**src/rtl/intr_ctrl.sv**
```systemverilog
// intr_ctrl: vectored interrupt controller sitting between peripheral request
// lines and the CPU intr/inta handshake. Rising edges on irq latch into PEND,
// MASK gates them, the lowest-index eligible request is presented to the CPU
// and then held in service until software writes EOI.
module intr_ctrl #(
  parameter int VW = 3
) (
  input  logic                clk_i,
  input  logic                clrn_i,
  input  logic [(2**VW)-1:0]  irq_i,
  output logic                intr_o,
  input  logic                inta_i,
  output logic [VW-1:0]       vector_o,
  input  logic [1:0]          addr_i,
  input  logic                we_i,
  input  logic [31:0]         wdata_i,
  output logic [31:0]         rdata_o
);

  localparam int NIRQ = 2**VW;

  localparam logic [1:0] ADDR_MASK = 2'd0;
  localparam logic [1:0] ADDR_PEND = 2'd1;
  localparam logic [1:0] ADDR_STAT = 2'd2;
  localparam logic [1:0] ADDR_EOI  = 2'd3;

  typedef enum logic [1:0] {
    IDLE = 2'd0,
    REQ  = 2'd1,
    SERV = 2'd2
  } state_t;

  state_t            state_q, state_d;
  logic              intr_q, intr_d;
  logic [VW-1:0]     vector_q, vector_d;
  logic              active_q, active_d;
  logic [NIRQ-1:0]   mask_q, mask_d;
  logic [NIRQ-1:0]   pend_q, pend_d;
  logic [NIRQ-1:0]   irq_q;
  logic              armed_q;

  logic [NIRQ-1:0]   edges;
  logic [NIRQ-1:0]   eligible;
  logic [VW-1:0]     winner;
  logic [NIRQ-1:0]   ackClr;
  logic [NIRQ-1:0]   pendWrClr;
  logic              eoiWr;
  logic              unusedWdata;

  // The first clock after reset only primes irq_q, so a line that was already
  // high while reset was asserted is not mistaken for a fresh rising edge.
  assign edges     = irq_i & ~irq_q & {NIRQ{armed_q}};
  assign eligible  = pend_q & mask_q;
  assign pendWrClr = (we_i && addr_i == ADDR_PEND) ? wdata_i[NIRQ-1:0] : '0;
  assign eoiWr     = we_i && (addr_i == ADDR_EOI);
  assign unusedWdata = ^wdata_i[31:NIRQ];

  // Fixed priority: scan from the top down so the lowest eligible index wins.
  always_comb begin
    winner = '0;
    for (int i = NIRQ - 1; i >= 0; i--) begin
      if (eligible[i]) begin
        winner = VW'(i);
      end
    end
  end

  // Handshake FSM: raise intr, latch the winner on inta, wait for EOI.
  always_comb begin
    state_d  = state_q;
    intr_d   = intr_q;
    vector_d = vector_q;
    active_d = active_q;
    ackClr   = '0;
    case (state_q)
      IDLE: begin
        if (eligible != '0) begin
          state_d = REQ;
          intr_d  = 1'b1;
        end
      end
      REQ: begin
        if (inta_i && eligible != '0) begin
          state_d  = SERV;
          intr_d   = 1'b0;
          vector_d = winner;
          active_d = 1'b1;
          ackClr   = NIRQ'(1) << winner;
        end else if (eligible == '0) begin
          state_d = IDLE;
          intr_d  = 1'b0;
        end
      end
      SERV: begin
        intr_d = 1'b0;
        if (eoiWr) begin
          state_d  = IDLE;
          active_d = 1'b0;
        end
      end
      default: begin
        state_d = IDLE;
        intr_d  = 1'b0;
      end
    endcase
  end

  // A new edge always re-sets its pending bit, even against a same-cycle
  // software clear or acknowledge of that bit.
  always_comb begin
    mask_d = mask_q;
    if (we_i && addr_i == ADDR_MASK) begin
      mask_d = wdata_i[NIRQ-1:0];
    end
    pend_d = (pend_q & ~(pendWrClr | ackClr)) | edges;
  end

  // Handshake state registers.
  always_ff @(posedge clk_i or negedge clrn_i) begin
    if (!clrn_i) begin
      state_q  <= IDLE;
      intr_q   <= 1'b0;
      vector_q <= '0;
      active_q <= 1'b0;
    end else begin
      state_q  <= state_d;
      intr_q   <= intr_d;
      vector_q <= vector_d;
      active_q <= active_d;
    end
  end

  // Software-visible MASK/PEND and the irq edge-detect history.
  always_ff @(posedge clk_i or negedge clrn_i) begin
    if (!clrn_i) begin
      mask_q  <= '0;
      pend_q  <= '0;
      irq_q   <= '0;
      armed_q <= 1'b0;
    end else begin
      mask_q  <= mask_d;
      pend_q  <= pend_d;
      irq_q   <= irq_i;
      armed_q <= 1'b1;
    end
  end

  // Register read mux; combinational so a CPU load completes in one cycle.
  always_comb begin
    rdata_o = '0;
    case (addr_i)
      ADDR_MASK: rdata_o[NIRQ-1:0] = mask_q;
      ADDR_PEND: rdata_o[NIRQ-1:0] = pend_q;
      ADDR_STAT: begin
        rdata_o[31]     = active_q;
        rdata_o[VW-1:0] = vector_q;
      end
      default: rdata_o = '0;
    endcase
  end

  assign intr_o   = intr_q;
  assign vector_o = vector_q;

endmodule

```
**config.mk**
```make
export PLATFORM = sky130hd
export DESIGN_NAME = intr_ctrl
export DESIGN_NICKNAME = d
export VERILOG_FILES = /design/src/rtl/intr_ctrl.sv
export SDC_FILE = /design/constraint.sdc
export NUM_CORES = 1
export LEC_CHECK = 0
export BUFFER_PORTS_ARGS = -buffer_cell sky130_fd_sc_hd__buf_2
export CORE_UTILIZATION = 46
export DETAILED_ROUTE_END_ITERATION = 10
export PLACE_DENSITY = 0.84
export SYNTH_ARGS = -nofsm -noshare
export SYNTH_HDL_FRONTEND = slang
export SYNTH_SLANG_ARGS = --single-unit
```
**constraint.sdc**
```tcl
create_clock -name clk_i -period 1.7 [get_ports clk_i]
set_input_delay 0.17 -clock clk_i [delete_from_list [all_inputs] [get_ports clk_i]]
set_output_delay 0.17 -clock clk_i [all_outputs]
set_load 0.05 [all_outputs]
```
==> reports/results.tsv <==
metric	value	unit
synth_area_per_cell	10.4	um2
design.die.area	4100	um2
clk_pin_slew	70	ps
syn_area	1770	um2
setup_viol	0	
antenna_found_initial	0	
cellPowerDensity	1530	nW/um2
path_cells	and3b_1, nand4b_1, a32o_1, a21o_1	
worst_slack	199	ps
post_cts_buffers	0	
drt_iter0_drc	59	
clock_latency	290	ps
yosysSeqAreaShare	0.452	
grtUsageTotal	0.203	
ys_types	35	
grt_pass1_vias	1302	
slew_headroom	0.525	
outcome	completed	
nNetsFinal	266	
rsz0062_at_grt	no	
grt_max_degree	33	
die_w	64.1	um
ys_ff_latch	32	
wl_met3	194	um
numCtsBuffers	5	
p_leak	1.03	nW
max_freq	0.666	GHz
die_y	64.1	um
critical_path_required	1880	ps
grt_pass1_wl	6.13	mm
dp_hpwl	2.63	mm
cap_violations	0	
drive_gt1_frac	0.294	
fp.coreArea	3690	um2
syn_to_final_growth	19.8	%
viasPerCell	5.14	
final_hold_viol_count	0	
drv_slew	0	
cp-start-kind	flop	
top_level_ports	82	
start_util	0.480	
gp_congestion	0.819	
worst_path_max_delay_cell	dfrtp_1	
wl_met2	1.89	mm
maxUsedRoutingLayer	met4	
ant_nets	0	
worst_pin_slew	713	ps
drc	0	
preCtsSetupSlack	227	ps
totalWireLength	3.79	mm
finClkSkew	2.10	ps
layout_worst_path_cycle_share	0.883	
wl_per_cell	14.1	um
cts_sinks	32	
rows	22	
cts_tree	yes	
final_util	0.576	
clk_path_buf_depth	2	
fin_crit	1500	ps
io_buffers	34	
setup_tns	0	ps
crit_arrival	1680	ps
whs	9.53	ps
worst-path-buf-inv	0	
met1_length	1.66	mm
postSynthCellCount	170	
ir_worst_vdd	0.000758	V
critPathTopFamily	simple AND/OR/NAND/NOR gates	
cp-end-kind	flop	
firstDrtPassIters	4	
cts_root_buf	clkbuf_8	
slowest_delay	420	ps
diodes	0	
critPathMaxFanout	7	
grt_overflow	0	
hp-class	in2reg	
vias	1384	
ys.warnings.count	0	
cts.htree.levels	2	
worstSetupPathType	reg2reg	
==> kinds of logic after synthesis <==
kind of cell | synth area share
simple gates | 0.138
compound gates | 0.179
flops | 0.452
buf+inv | 0.122
mux | 0.105
other cells | 0.00424
==> final cells by class <==
cell class / count / area, um2
fill: 346 / 1570
inverter: 5 / 18.8
clock buffer: 5 / 68.8
tap: 48 / 60.1
clock inverter: 3 / 42.5
timing repair buffer: 48 / 295
sequential: 32 / 801
multi-input combinational: 128 / 837
==> flip-flops by register name (all words and copies together), names as in the netlist <==
signal	flops
active_q	1
mask_q	8
irq_q	8
armed_q	1
pend_q	8
vector_o	3
state_q	2
intr_o	1
==> power by group <==
group          internal [W]  total, W  switching, W
clock              0.000433  0.000725      0.000292
combinational      0.000464   0.00131      0.000851
sequential         0.000961   0.00121      0.000246
total               0.00186   0.00325       0.00139
==> timing repair <==
action                                  in CTS  in global routing
endpoints found under the hold margin       39                  0
endpoints found under the setup margin       0                  0
resized for setup                            0                  0
hold buffers                                 8                  0
==> Yosys cell counts, drive strengths merged <==
cell type,instances,area share
nand4,3,0.011
and3,1,0.0042
conb,2,0.0042
nand3,2,0.0056
nand4b,1,0.0049
dfrtp,32,0.45
a22o,1,0.0049
a32o,4,0.023
nor2,8,0.017
a22oi,7,0.046
o21a,1,0.0042
a21o,2,0.0085
and3b,5,0.025
mux2i,8,0.045
a31oi,4,0.014
nand3b,2,0.0085
mux2,9,0.059
a21boi,3,0.017
nand2,21,0.044
a21oi,7,0.020
inv,5,0.011
o21ai,8,0.023
nor3b,2,0.015
buf,27,0.11
a2bb2oi,1,0.0049
a32oi,2,0.0099
nor2b,1,0.0035
o21bai,1,0.0042
==> per-layer routing <==
layer | GRT usage | vias up
met4 | 0.0682 | 0
met5 | 0 | -
met2 | 0.324 | 51
met3 | 0.0679 | 5
li1 | - | 663
met1 | 0.258 | 665
==> path summary, 6_finish.rpt <==
check                           start  slack [ps]  depth (start not counted)        end
min reg2reg                state_q[1]         500                          1     intr_o
min                          irq_i[0]          10                          1   irq_q[0]
max                        state_q[1]         200                          4  pend_q[5]
max in group asynchronous      clrn_i         780                          2  pend_q[4]
max reg2reg                state_q[1]         200                          4  pend_q[5]
min in group asynchronous      clrn_i         470                          2  mask_q[5]
==> layout by cell type, fill, tap and decap left out, types with 5 or more instances in the layout <==
cell           netlist  final
and3b_1              5      5
buf_2                2     34
mux2_2               8      8
inv_1                5      5
mux2i_1              8      8
buf_4               25      6
nand2_1             21     21
dfrtp_1             32     32
a21oi_1              7      7
clkbuf_8             0      5
nor2_1               8      8
conb_1               2     24
dlygate4sd3_1        0      8
==> metrics by stage <==
stage / cells / power (W) / instance area (um2)
2_1_floorplan: 192 / 0.00222 / 1850
3_3_place_gp: 253 / 0.00247 / 1930
3_5_place_dp: 253 / 0.00251 / 1930
4_1_cts: 269 / 0.00326 / 2120
5_1_grt: 269 / 0.00342 / 2120
6_report: 269 / 0.00325 / 2120
(Power assumes the default switching activity.)
